### config.mk
export PLATFORM = sky130hd
export DESIGN_NAME = ball_court
export DESIGN_NICKNAME = d
export VERILOG_FILES = /design/src/rtl/ball_court.sv
export SDC_FILE = /design/constraint.sdc
export NUM_CORES = 1
export LEC_CHECK = 0
export CORE_UTILIZATION = 47
export DETAILED_ROUTE_END_ITERATION = 16
export PLACE_DENSITY = 0.77
export SETUP_SLACK_MARGIN = 0.2
export SYNTH_ARGS = -nofsm -noshare
export SYNTH_HDL_FRONTEND = slang
export SYNTH_SLANG_ARGS = --single-unit
### constraint.sdc
create_clock -name clk -period 3.85 [get_ports clk]
set_input_delay 0.77 -clock clk [delete_from_list [all_inputs] [get_ports clk]]
set_output_delay 0.77 -clock clk [all_outputs]
set_load 0.005 [all_outputs]
### src/rtl/ball_court.sv
// Ball engine: moves a one-hot ball between two player ends, decodes hit windows and exits.
// Optional macro BALL_COURT_SPEEDUP_EN shortens the step period on each valid return.
module ball_court #(
    parameter int COURT_LEN  = 16,
    parameter int HIT_ZONE   = 2,
    parameter int TICK_DIV   = 12500000,
    parameter int MIN_DIV    = 2500000,
    parameter int SPEED_STEP = 500000
) (
    input  logic                 clk,
    input  logic                 rst,
    input  logic                 start_game,
    input  logic                 squash_en,
    input  logic                 serve,
    input  logic                 return_p1,
    input  logic                 return_p2,
    input  logic                 match_p1,
    input  logic                 match_p2,
    output logic                 hittable_p1,
    output logic                 hittable_p2,
    output logic [COURT_LEN-1:0] ball_pos,
    output logic                 ball_dir,
    output logic [7:0]           rally_cnt,
    output logic                 point_over
);

    // state      | meaning
    // S_IDLE     | no game, ball hidden
    // S_SERVE    | ball parked at server's end, waiting for serve
    // S_TRAVEL   | ball stepping along the court
    localparam logic [1:0] S_IDLE   = 2'd0;
    localparam logic [1:0] S_SERVE  = 2'd1;
    localparam logic [1:0] S_TRAVEL = 2'd2;

    localparam int PW = $clog2(TICK_DIV + 1);
    localparam int AW = $clog2(COURT_LEN);

    localparam logic [AW-1:0] LAST   = AW'(COURT_LEN - 1);
    localparam logic [AW-1:0] HZ_LO  = AW'(HIT_ZONE);
    localparam logic [AW-1:0] HZ_HI  = AW'(COURT_LEN - HIT_ZONE);
    localparam logic [PW-1:0] TICK_P = PW'(TICK_DIV);

    logic [1:0]    state_q,  state_d;
    logic [AW-1:0] pos_q,    pos_d;
    logic          dir_q,    dir_d;
    logic          server_q, server_d;
    logic [7:0]    rally_q,  rally_d;
    logic [PW-1:0] period_q, period_d;
    logic [PW-1:0] cnt_q,    cnt_d;
    logic          point_q,  point_d;

    logic          hit1, hit2, ret_ok, tick;
    logic [PW-1:0] period_ret;

`ifdef BALL_COURT_SPEEDUP_EN
    localparam logic [PW-1:0] MIN_P  = PW'(MIN_DIV);
    localparam logic [PW-1:0] STEP_P = PW'(SPEED_STEP);
    // period never drops below MIN_P, so the subtraction below cannot wrap
    assign period_ret = ((period_q - MIN_P) >= STEP_P) ? (period_q - STEP_P) : MIN_P;
`else
    logic unused_speed_params;
    assign unused_speed_params = ^{MIN_DIV, SPEED_STEP};
    assign period_ret = period_q;
`endif

    assign hit1   = (state_q == S_TRAVEL) && !dir_q && (pos_q < HZ_LO);
    assign hit2   = (state_q == S_TRAVEL) && dir_q && (pos_q >= HZ_HI) && !squash_en;
    assign ret_ok = (return_p1 && hit1) || (return_p2 && hit2);
    assign tick   = (cnt_q == (period_q - PW'(1)));

    always_comb begin
        state_d  = state_q;
        pos_d    = pos_q;
        dir_d    = dir_q;
        server_d = server_q;
        rally_d  = rally_q;
        period_d = period_q;
        cnt_d    = cnt_q;
        point_d  = 1'b0;

        if (!start_game || match_p1 || match_p2) begin
            state_d  = S_IDLE;
            pos_d    = '0;
            dir_d    = 1'b1;
            server_d = 1'b0;
            rally_d  = '0;
            period_d = TICK_P;
            cnt_d    = '0;
        end else begin
            case (state_q)
                S_IDLE: begin
                    state_d  = S_SERVE;
                    server_d = 1'b0;
                    pos_d    = '0;
                    dir_d    = 1'b1;
                end
                S_SERVE: begin
                    if (serve) begin
                        state_d  = S_TRAVEL;
                        dir_d    = !server_q;
                        rally_d  = '0;
                        period_d = TICK_P;
                        cnt_d    = '0;
                    end
                end
                S_TRAVEL: begin
                    if (ret_ok) begin
                        dir_d    = !dir_q;
                        cnt_d    = '0;
                        rally_d  = (rally_q == 8'hFF) ? rally_q : rally_q + 8'd1;
                        period_d = period_ret;
                    end else if (tick) begin
                        cnt_d = '0;
                        if (!dir_q && pos_q == '0) begin
                            state_d  = S_SERVE;
                            point_d  = 1'b1;
                            server_d = 1'b0;
                            pos_d    = '0;
                        end else if (dir_q && pos_q == LAST) begin
                            if (squash_en) begin
                                dir_d = 1'b0;
                                pos_d = LAST - AW'(1);
                            end else begin
                                state_d  = S_SERVE;
                                point_d  = 1'b1;
                                server_d = 1'b1;
                                pos_d    = LAST;
                            end
                        end else begin
                            pos_d = dir_q ? pos_q + AW'(1) : pos_q - AW'(1);
                        end
                    end else begin
                        cnt_d = cnt_q + PW'(1);
                    end
                end
                default: state_d = S_IDLE;
            endcase

            // squash mode has no player 2, so any pending p2 serve reverts to p1
            if (state_d == S_SERVE && state_q != S_SERVE && squash_en) begin
                server_d = 1'b0;
                pos_d    = '0;
            end
        end
    end

    always_ff @(posedge clk or negedge rst) begin
        if (!rst) begin
            state_q  <= S_IDLE;
            pos_q    <= '0;
            dir_q    <= 1'b1;
            server_q <= 1'b0;
            rally_q  <= '0;
            period_q <= TICK_P;
            cnt_q    <= '0;
            point_q  <= 1'b0;
        end else begin
            state_q  <= state_d;
            pos_q    <= pos_d;
            dir_q    <= dir_d;
            server_q <= server_d;
            rally_q  <= rally_d;
            period_q <= period_d;
            cnt_q    <= cnt_d;
            point_q  <= point_d;
        end
    end

    always_comb begin
        ball_pos = '0;
        if (state_q != S_IDLE) ball_pos[pos_q] = 1'b1;
    end

    assign hittable_p1 = hit1;
    assign hittable_p2 = hit2;
    assign ball_dir    = dir_q;
    assign rally_cnt   = rally_q;
    assign point_over  = point_q;

endmodule

[Word-level counts from Yosys, hierarchy flattened]
Cells that the tools add are included.
Cells by class
  add/sub/neg operators: 5
  magnitude comparators: 4
  equality and inequality tests: 18
  mux-type cells: 57
  reduce and logical (&&, ||, !) cells: 33
Operator list (count)
  24-bit 2-to-1 mux: 7
  24-bit case mux with 2 select lines: 1
  8-bit 2-to-1 mux: 4
  4-bit 2-to-1 mux: 7
  24-bit by 1-bit adder with 24-bit output, second input constant: 1
  24-bit == test: 1
  24-bit by 1-bit subtractor with 24-bit output, second input constant: 1
  1-bit 2-to-1 mux: 23
  16-bit 2-to-1 mux: 1
  2-bit 2-to-1 mux: 8
  8-bit case mux with 2 select lines: 1
  1-bit logical AND: 12
  4-bit by 2-bit != test with 1-bit output, second input constant: 3
  8-bit by 1-bit adder with 8-bit output, second input constant: 1
  8-bit == test, second input constant: 1
  4-bit by 3-bit != test with 1-bit output, second input constant: 2
  4-bit case mux with 2 select lines: 1
  4-bit nonzero test: 2
  3-bit != test, second input constant: 2
  2-bit case mux with 3 select lines: 1
  6-bit AND reduction: 1
  2-bit nonzero test: 3
  4-bit by 5-bit < comparator with 1-bit output, second input constant: 1
  5-bit by 1-bit != test with 1-bit output, second input constant: 1
  other kinds (24): 31
Storage, ports and cells
  register bits after elaboration: 65

[Logic depth before layout (Yosys ltp)]
Gate-level depths: netlist (run 1).
  depth after elaboration: 14
  depth in mapped cells: 10
  gate-level depth less buffers: 8

[Worst setup path after synthesis (run 1)]
OpenSTA, ideal clock, no wires.
  path kind: in2reg
  start: input match_p1
  end: register cnt_q[14]
  arrival time: 2.226 ns
  required time: 3.779 ns
  slack: 1.552 ns
  cell stages on the path: 6
  path buffers: 2
  cell sequence: or3b_2 -> clkbuf_1 -> nor2_1 -> nor2_8 -> buf_4 -> nor2_1
Between the ends
  cells in the longest elaborated chain, start to end: 4
  elaborated cells between the ends (all ways): 6
  classes of those cells: eq/ne (1); mux (1); reduce/logical (4)
Ends and longest elaborated chain
  from (decl): RTL line 17  | input logic match_p1,
  1-bit logical OR (*) (2 in series): RTL line 81  | if (!start_game || match_p1 || match_p2) begin
  3-bit != test (no source line) or 3-bit nonzero test (tied branches)
  2-bit AND reduction (no source line)
  to (signal assigned): RTL line 164  | cnt_q <= cnt_d;
  to (decl): RTL line 49  | logic [PW-1:0] cnt_q, cnt_d;
Mark *: on every way between the ends. The rest lies on a longest branch, timed or not.
A chain may end at the register's enable or synchronous reset.

[Worst setup path in the final report (run 1)]
  start: input squash_en
  end: output hittable_p2
Between the ends
  cells in the longest elaborated chain, start to end: 2
Ends and longest elaborated chain
  from (decl): RTL line 13  | input logic squash_en,
  1-bit zero test: RTL line 67  | assign hit2 = (state_q == S_TRAVEL) && dir_q && (pos_q >= HZ_HI) && !squash_en;
  1-bit logical AND: RTL line 67
  to (decl): RTL line 20  | output logic hittable_p2,
No other way between the ends.

==> impl_metrics.env, run 1 <==
export IMPL_ys_warnings_count=0
export IMPL_diodes=0
export IMPL_io_pins=37
export IMPL_synth_edf_count=0
export IMPL_yosysSeqAreaShare_pct=39.2
export IMPL_wl_per_cell_um=13.9
export IMPL_fin_nets=347
export IMPL_initialDrtViolationCount=112
export IMPL_via_per_inst=5.56
export IMPL_ctsResizeCount=0
export IMPL_maxCapViolations=0
export IMPL_post_cts_buffers=0
export IMPL_ff_latch_area_sq_um=1030
export IMPL_synth_top_area_cell="dfrtp_1"
export IMPL_synth_ff_type="dfrtp_1"
export IMPL_syn_nets=315
export IMPL_cts_max_path_buffers=2
export IMPL_p_per_area_nw_per_um2=241
export IMPL_setup_tns_ns=0
export IMPL_crit_required_ns=3.08
export IMPL_place_congestion=0.842
export IMPL_end_kind="output port"
export IMPL_crit_fanout=6
export IMPL_dp_hpwl_mm=4.06
export IMPL_drc=0
export IMPL_htreeDepth=2
export IMPL_synth_seq_cells=41
export IMPL_synth_commonest_cells="nor2_1 (53), dfrtp_1 (40), nand2_1 (27)"
export IMPL_drtAntennaViolNets=0
export IMPL_rsz0062_at_grt="false"
export IMPL_dieArea_sq_um=5890
export IMPL_clock_fmax_ghz=0.336
export IMPL_clock_sinks=41
export IMPL_drv_slew=0
export IMPL_dp_cells=392
export IMPL_arrival_ns=2.21
export IMPL_finalCritPeriodShare_pct=77.3
export IMPL_cts_tree="built"
export IMPL_gr_total_overflow=0
export IMPL_layout_drive_gt1_share_pct=8.48
export IMPL_multi_input_comb_area_sq_um=1500
export IMPL_synth_cells=297
export IMPL_clkLatencyLatePin_ns=0.29
export IMPL_finalPower_uw=744
export IMPL_grt_max_degree=42
export IMPL_holdBufCountCts=0
export IMPL_nFillCells=472
export IMPL_synthDistinctLibCells=55
export IMPL_p_switching_uw=171
export IMPL_status="complete, no violations"
export IMPL_clkSlewWorstSetupHoldPaths_ns=0.08
export IMPL_stdcell_count=400
export IMPL_fin_hold_ws_ns=0.513
export IMPL_switching_share_pct=23.0
export IMPL_start_util_pct=50.1
export IMPL_worstMarginPinSlew_ns=0.900
export IMPL_async_flop_share_pct=100
export IMPL_track_usage_pct=20.7
export IMPL_hold_viol_final=0
export IMPL_pwr_share_comb_pct=5.6
export IMPL_wl_mm=5.55
export IMPL_timing_slew_headroom_pct=40.0
export IMPL_avgSynthCellArea_sq_um=8.83
export IMPL_criticalPathCategory="input port to output port"
export IMPL_grt_pass1_wl_mm=9.99
export IMPL_die_width_um=76.7
export IMPL_synth_area_top_cells="dfrtp_1 (38%), nor2_1 (7.6%), xor2_1 (6.0%)"
export IMPL_rows=26
export IMPL_p_leak_nw=1.28
export IMPL_worst_clock_skew_ns=0.00853
export IMPL_timing_final_crit_period_ns=2.98
export IMPL_clock_root_buffer="clkbuf_8"
export IMPL_synth_area_sq_um=2620
export IMPL_crit_path_start_kind="input port"
export IMPL_vias=2222
export IMPL_numPortBuffers=36
export IMPL_synth_top_area_share_pct=38.1
export IMPL_area_growth_pct=17.5
export IMPL_seq_power_share_pct=58.1
export IMPL_power_frac_clock_pct=36.3
export IMPL_ir_drop_uv=227
export IMPL_worstHoldPathType="flip-flop to flip-flop"
export IMPL_synthMostInstantiatedCell="nor2_1"
export IMPL_power_internal_uw=572
export IMPL_setup_violations=0
export IMPL_drt_pass1_iter_count=4
export IMPL_antenna_found_initial=0
export IMPL_fp_dieH_um=76.7
export IMPL_core_area_sq_um=5240
export IMPL_finish_utilization_pct=58.9
export IMPL_grt_pass1_vias=2192
export IMPL_cts_buffers=5
power by group through the flow:
stage          Sequential [mW]  Combinational, mW  Clock, mW
6_report                 0.432             0.0419      0.270
5_1_grt                  0.432             0.0471      0.293
4_1_cts                  0.432             0.0426      0.280
3_3_place_gp             0.440             0.0419          0
3_5_place_dp             0.440             0.0424          0
2_1_floorplan            0.440             0.0208          0
state kept, by name, indices dropped and copies added, names as in the netlist:
register / cells
cnt_q: 24
rally_cnt: 8
server_q: 1
point_over: 1
ball_dir: 1
state_q: 2
pos_q: 4
worst max-delay path, stage by stage:
cell             delay, ns
clkdlybuf4s50_1       0.50
nor2_1                0.25
and2_1                0.18
clkdlybuf4s50_1       0.51
layout by cell type (no fill, tap or decap), types with 2 or more instances in the layout:
cell type | netlist | final
a21oi_1 | 10 | 10
a31oi_1 | 2 | 2
and2_1 | 3 | 3
and3_1 | 9 | 9
and4_1 | 2 | 2
clkbuf_8 | 0 | 5
clkdlybuf4s50_1 | 0 | 35
clkinv_2 | 0 | 2
dfrtp_1 | 40 | 40
ha_1 | 8 | 8
inv_1 | 7 | 7
mux2i_1 | 4 | 4
nand2_1 | 27 | 27
nand2b_1 | 3 | 3
nand3_1 | 20 | 20
nand3b_1 | 2 | 2
nand4_1 | 6 | 6
nand4b_1 | 2 | 2
nor2_1 | 53 | 53
nor3_1 | 10 | 10
nor3b_1 | 3 | 3
nor4_1 | 2 | 2
nor4b_2 | 2 | 2
o21ai_0 | 11 | 11
o22ai_1 | 2 | 2
o31ai_1 | 2 | 2
or2_2 | 2 | 2
or3_1 | 2 | 2
xnor2_1 | 10 | 10
xor2_1 | 18 | 18
metrics by stage:
stage | setup slack (ns) | area, sq um
floorplan | 1.55 | 2620
global placement | 0.933 | 3000
detailed placement | 0.893 | 3000
CTS | 0.895 | 3080
global route | 0.802 | 3080
finish | 0.875 | 3080
path summary, 6_finish.rpt:
| check | start | endpoint | slack, ns | depth (start not counted) |
|---|---|---|---|---|
| max reg2reg | cnt_q[0] | server_q | 1.32 | 7 |
| min in group asynchronous | rst | rally_cnt[2] | 0.60 | 1 |
| max in group asynchronous | rst | cnt_q[22] | 2.69 | 1 |
| min reg2reg | cnt_q[1] | cnt_q[1] | 0.51 | 2 |
| max | squash_en | hittable_p2 | 0.87 | 4 |
| min | cnt_q[1] | cnt_q[1] | 0.51 | 2 |
area by class of cell:
type	instances	share of cell area, %
clock buffers	6	2.35
clock inverters	2	0.325
inverters	7	0.852
multi-input cells	237	48.6
flip-flops and latches	41	33.3
well taps	70	2.84
repair buffers	37	11.8
logic make-up (layout without fill, tap and decap cells):
logic type,after synthesis,after routing,synth area share [%]
buffers and inverters,19,52,3.77
DFF,41,41,39.2
and+or+nand+nor,159,159,32.4
muxes,5,5,1.96
AOI/OAI and AO/OA,36,36,8.77
adders and majority gates,9,9,4.58
xor gates and xnor gates,28,28,9.35
layer usage:
layer | wire [um] | vias up | track usage, %
li1 | - | 1095 | -
met5 | 0 | - | 0
met1 | 2510 | 1055 | 26.6
met2 | 2740 | 64 | 35.2
met4 | 78 | 0 | 6.92
met3 | 224 | 8 | 3.33
No activity file was read; power rests on OpenSTA's default activity.
==> run 2: changes to the inputs <==
- clock period: 3.85 -> 2.9 ns (I/O delays scaled with it)
==> run 2 against run 1 <==
  * Worst hold slack worse by 0.10 ns
  * Global-route usage down 0.99 points
  * Via count down 0.63%
  * Clock-buffer cell count is 1 lower
  * Sequential power is 33% higher
  * Register-to-register slack got worse by 0.74 ns
  * Final area up 2.2%
  * Worst setup slack worse by 0.61 ns
  * Routed wire length shrank 1.6%
  * Cell count rose by 1.0%
  * Clock skew shrank 0.0032 ns
  * Combinational power up 37%
==> impl_metrics.env, run 2 (synthesis gave the netlist of run 1 again) <==
export IMPL_wl_per_cell_um=13.5
export IMPL_core_area_sq_um=5240
export IMPL_dp_hpwl_mm=3.94
export IMPL_crit_family="flip-flops"
export IMPL_setup_violations=0
export IMPL_finalCritPeriodShare_pct=90.8
export IMPL_drtAntennaViolNets=0
export IMPL_setup_tns_ns=0
export IMPL_vias=2208
export IMPL_r2r_end="rally_cnt[0]"
export IMPL_area_growth_pct=20.1
export IMPL_end_kind="output port"
export IMPL_clkSlewWorstSetupHoldPaths_ns=0.08
export IMPL_grt_pass1_vias=2147
export IMPL_crit_path_start_kind="flip-flop"
export IMPL_layout_drive_gt1_share_pct=10.8
export IMPL_layout_commonest_cell="nor2_1"
export IMPL_maxCapViolations=0
export IMPL_timing_slew_headroom_pct=40.7
export IMPL_die_width_um=76.7
export IMPL_io_pins=37
export IMPL_crit_end="hittable_p2"
export IMPL_reg2regPathDepth=6
export IMPL_critical_path_n_buffers_inverters=1
export IMPL_crit_path_top_delay_cell="dfrtp_1"
export IMPL_reg2reg_slack_ns=0.58
export IMPL_nFillCells=468
export IMPL_drc=0
export IMPL_drt_pass1_iter_count=4
export IMPL_rsz0062_at_grt="true"
export IMPL_final_area_sq_um=3150
export IMPL_path_depth=4
export IMPL_clkLatencyLatePin_ns=0.29
export IMPL_placed_cell_area_sq_um=3020
export IMPL_diodes=0
export IMPL_crit_fanout=13
export IMPL_ir_drop_uv=253
export IMPL_cp_cell_sequence="nand4_1 > nor2_1 > and2_1 > clkdlybuf4s50_1"
export IMPL_cts_tree="built"
export IMPL_antenna_found_initial=0
export IMPL_crit_required_ns=2.32
export IMPL_largest_reg_flops=24
export IMPL_drv_slew=0
export IMPL_clock_fmax_ghz=0.380
export IMPL_worst_clock_skew_ns=0.00534
export IMPL_start_util_pct=50.1
export IMPL_numPortBuffers=36
export IMPL_dieArea_sq_um=5890
export IMPL_top_register="cnt_q"
export IMPL_place_congestion=0.838
export IMPL_cts_max_path_buffers=2
export IMPL_final_cell_mix="nor2_1 (53), dfrtp_1 (39), clkdlybuf4s50_1 (35)"
export IMPL_track_usage_pct=19.7
export IMPL_fin_hold_ws_ns=0.411
export IMPL_fin_nets=352
export IMPL_stdcell_count=404
export IMPL_r2r_start="pos_q[2]"
export IMPL_criticalPathCategory="flip-flop to output port"
export IMPL_timing_final_crit_period_ns=2.63
export IMPL_clock_sinks=41
export IMPL_dp_cells=395
export IMPL_grt_pass1_wl_mm=9.47
export IMPL_hold_viol_final=0
export IMPL_via_per_inst=5.47
export IMPL_clock_root_buffer="clkbuf_8"
export IMPL_p_per_area_nw_per_um2=339
export IMPL_grt_max_degree=42
export IMPL_gr_total_overflow=0
export IMPL_arrival_ns=2.05
export IMPL_wl_mm=5.46
export IMPL_finish_utilization_pct=60.2
export IMPL_status="complete, no violations"
export IMPL_worstMarginPinSlew_ns=0.890
export IMPL_cp_startpoint="pos_q[3]"
export IMPL_crit_path_max_incr_delay_ns=0.63
export IMPL_rows=26
export IMPL_p_leak_nw=1.31
export IMPL_initialDrtViolationCount=105
export IMPL_cts_buffers=5
export IMPL_fp_dieH_um=76.7
export IMPL_worstHoldPathType="input port to asynchronous set/reset pin"
export IMPL_htreeDepth=2
-- run 2: cell types whose count changed in the layout (fill, tap and decap cells not counted) --
cell	before	now
bufinv_16	0	1
ha_2	0	1
dfrtp_2	0	1
dfrtp_1	40	39
buf_4	1	6
clkbuf_1	1	0
nor3_1	10	9
ha_1	8	7
clkinv_2	2	1
nor3_2	0	1
-- run 2: power by group --
part	internal, mW	switching [mW]	total [mW]
combinational	0.0225	0.0351	0.0576
clock	0.250	0.188	0.438
sequential	0.572	0.000762	0.573
-- run 2: layout make-up --
cell class | count | area (sq um) | area share, %
clock inverter | 2 | 35.0 | 1.11
multi-input combinational | 237 | 1510 | 47.8
inverter | 7 | 26.3 | 0.834
timing repair buffer | 42 | 400 | 12.7
sequential | 41 | 1030 | 32.6
tap | 70 | 87.6 | 2.78
clock buffer | 5 | 68.8 | 2.18
-- run 2: worst min-delay path by stage --
stage / cells after the start / endpoint / slack (ns) / start
2_1_floorplan: 0 / cnt_q[0] / 0.28 / rst
3_3_place_gp: 2 / cnt_q[1] / 0.47 / cnt_q[1]
3_5_place_dp: 2 / cnt_q[1] / 0.48 / cnt_q[1]
4_1_cts: 1 / cnt_q[8] / 0.45 / rst
5_1_grt: 1 / cnt_q[5] / 0.49 / rst
6_report: 1 / rally_cnt[3] / 0.41 / rst
-- run 2: metal layers --
layer	GRT usage, %	wire [um]
met1	25.1	2540
met5	0	0
met4	5.96	54
met3	3.33	214
met2	33.9	2650
-- run 2: repair_timing --
item | 4_1_cts | 5_1_grt
hold endpoints to repair | 0 | 0
hold buffers | 0 | 0
gates resized for setup | 1 | 2
setup buffers | 0 | 2
endpoints found under the setup margin | 1 | 12
-- run 2: per-stage QoR --
step / total power [mW] / setup slack, ns
detailed placement: 0.642 / 0.222
CTS: 1.08 / 0.234
floorplan: 0.612 / 0.792
global placement: 0.641 / 0.287
finish: 1.07 / 0.266
global route: 1.11 / 0.151
-- run 2: worst register-to-register path: cells and delay by family, from the launching register on --
family	cells	cell delay [ns]
flops	1	0.54
compound gates	2	0.61
simple gates	4	1.11
==> run 3: changes to the inputs <==
- clock period: 2.9 -> 2.75 ns (I/O delays scaled with it)
==> run 3 against run 2 <==
  * Worst setup slack worse by 0.036 ns
  * Critical endpoint unchanged
  * Flip-flop and latch count unchanged
  * Sequential power is 5.4% higher
  * Power down 1.9%
  * Register-to-register slack worse by 0.12 ns
  * Largest power group unchanged
  * Critical path depth stayed put
  * Combinational power grew 5.7%
  * Critical path type is now input port to output port
  * Cell count increased by 0.74%
  * Routed wire length is 3.6% higher
  * Via count increased by 1.4%
==> impl_metrics.env, run 3 (synthesis gave the netlist of run 1 again) <==
export IMPL_cts_max_path_buffers=2
export IMPL_worstMarginPinSlew_ns=0.869
export IMPL_stdcell_count=407
export IMPL_grt_pass1_vias=2114
export IMPL_r2r_end="server_q"
export IMPL_fp_dieH_um=76.7
export IMPL_die_width_um=76.7
export IMPL_antenna_found_initial=0
export IMPL_crit_fanout=6
export IMPL_via_per_inst=5.50
export IMPL_grtUsageMet2_pct=34.0
export IMPL_critical_path_n_buffers_inverters=2
export IMPL_preCtsSetupSlack_ns=0.133
export IMPL_dieArea_sq_um=5890
export IMPL_met3_usage_pct=3.69
export IMPL_final_area_sq_um=3170
export IMPL_numPortBuffers=36
export IMPL_core_area_sq_um=5240
export IMPL_grt_max_degree=42
export IMPL_p_leak_nw=1.34
export IMPL_setup_tns_ns=0
export IMPL_gr_total_overflow=0
export IMPL_clock_sinks=41
export IMPL_placed_cell_area_sq_um=3040
export IMPL_status="complete, no violations"
export IMPL_drtAntennaViolNets=0
export IMPL_clkLatencyLatePin_ns=0.30
export IMPL_met1_usage_pct=26.7
export IMPL_timing_slew_headroom_pct=42.1
export IMPL_htreeDepth=2
export IMPL_worstHoldPathType="input port to asynchronous set/reset pin"
export IMPL_rows=26
export IMPL_crit_path_max_incr_delay_ns=0.53
export IMPL_reg2reg_slack_ns=0.46
export IMPL_place_congestion=0.894
export IMPL_finish_utilization_pct=60.5
export IMPL_drc=0
export IMPL_end_kind="output port"
export IMPL_ir_drop_uv=273
export IMPL_timing_final_crit_period_ns=2.52
export IMPL_vias=2240
export IMPL_clock_root_buffer="clkbuf_8"
export IMPL_start_util_pct=50.1
export IMPL_diodes=0
export IMPL_cp_cell_sequence="clkdlybuf4s50_1 > nor2_2 > and2_1 > clkdlybuf4s50_1"
export IMPL_wl_per_cell_um=13.9
export IMPL_crit_family="buffers and inverters"
export IMPL_track_usage_pct=20.6
export IMPL_crit_path_start_kind="input port"
export IMPL_worst_clock_skew_ns=0.00693
export IMPL_rsz0062_at_grt="true"
export IMPL_drt_pass1_iter_count=4
export IMPL_final_cell_mix="nor2_1 (52), dfrtp_1 (37), clkdlybuf4s50_1 (34)"
export IMPL_wl_mm=5.66
export IMPL_nFillCells=471
export IMPL_criticalPathCategory="input port to output port"
export IMPL_dp_hpwl_mm=4.01
export IMPL_crit_path_top_delay_cell="clkdlybuf4s50_1"
export IMPL_drv_slew=0
export IMPL_dp_cells=397
export IMPL_setup_violations=0
export IMPL_setup_ws_ns=0.230
export IMPL_crit_required_ns=2.20
export IMPL_hold_viol_final=0
export IMPL_layout_drive_gt1_share_pct=13.4
export IMPL_cp_startpoint="squash_en"
export IMPL_maxCapViolations=0
export IMPL_r2r_start="cnt_q[0]"
export IMPL_cts_buffers=5
export IMPL_clkSlewWorstSetupHoldPaths_ns=0.08
export IMPL_io_pins=37
export IMPL_arrival_ns=1.97
export IMPL_area_growth_pct=20.8
export IMPL_layout_commonest_cell="nor2_1"
export IMPL_reg2regPathDepth=7
export IMPL_cts_tree="built"
export IMPL_clock_fmax_ghz=0.397
export IMPL_p_per_area_nw_per_um2=331
export IMPL_largest_reg_flops=24
export IMPL_top_usage_layer="met2"
export IMPL_finalCritPeriodShare_pct=91.7
export IMPL_path_common_cell="clkdlybuf4s50_1"
export IMPL_fin_nets=354
export IMPL_top_register="cnt_q"
export IMPL_initialDrtViolationCount=101
export IMPL_grt_pass1_wl_mm=9.72
==> run 3: cell type report <==
cell class	instances	area [sq um]	share of cell area, %
Multi-Input combinational cell	237	1520	48.0
Timing Repair Buffer	44	418	13.2
Tap cell	70	87.6	2.76
Sequential cell	41	1030	32.5
Inverter	7	26.3	0.829
Clock buffer	5	68.8	2.17
Clock inverter	3	17.5	0.553
==> run 3: timing repair <==
action                                  CTS  global route
resized for setup                         4             6
endpoints found under the setup margin   10            12
hold buffers                              0             0
pin swaps                                 0             4
buffers inserted                          2             0
==> run 3: through the flow <==
stage / hold WS [ns] / total power [mW]
2_1_floorplan: 0.254 / 0.645
3_3_place_gp: 0.479 / 0.676
3_5_place_dp: 0.495 / 0.676
4_1_cts: 0.402 / 1.06
5_1_grt: 0.458 / 1.09
6_report: 0.362 / 1.05
==> run 3: report_power, final <==
| group | internal (mW) | total (mW) | switching [mW] |
|---|---|---|---|
| registers | 0.603 | 0.604 | 0.000813 |
| logic | 0.0241 | 0.0609 | 0.0369 |
| clock network | 0.175 | 0.383 | 0.208 |
==> run 3: how the worst max path moves through the flow <==
stage | to | slack [ns] | cells after the start
after global routing | hittable_p2 | 0.13 | 4
after global placement | cnt_q[21] | 0.17 | 7
after floorplan | cnt_q[14] | 0.67 | 6
final | hittable_p2 | 0.23 | 4
after CTS | hittable_p2 | 0.24 | 4
after detailed placement | cnt_q[21] | 0.13 | 7
==> run 3: worst register-to-register path, delay by kind of cell (launching register included) <==
| family | cells | cell delay (ns) |
|---|---|---|
| adders and majority gates | 1 | 0.22 |
| AOI/OAI and AO/OA | 2 | 0.57 |
| DFF | 1 | 0.38 |
| and+or+nand+nor | 4 | 0.97 |
==> run 3: routing by layer <==
metal / vias to the layer above / part of all wire [%]
li1: 1108 / -
met5: - / 0
met1: 1065 / 46
met2: 58 / 48
met4: 0 / 1.4
met3: 9 / 4.7
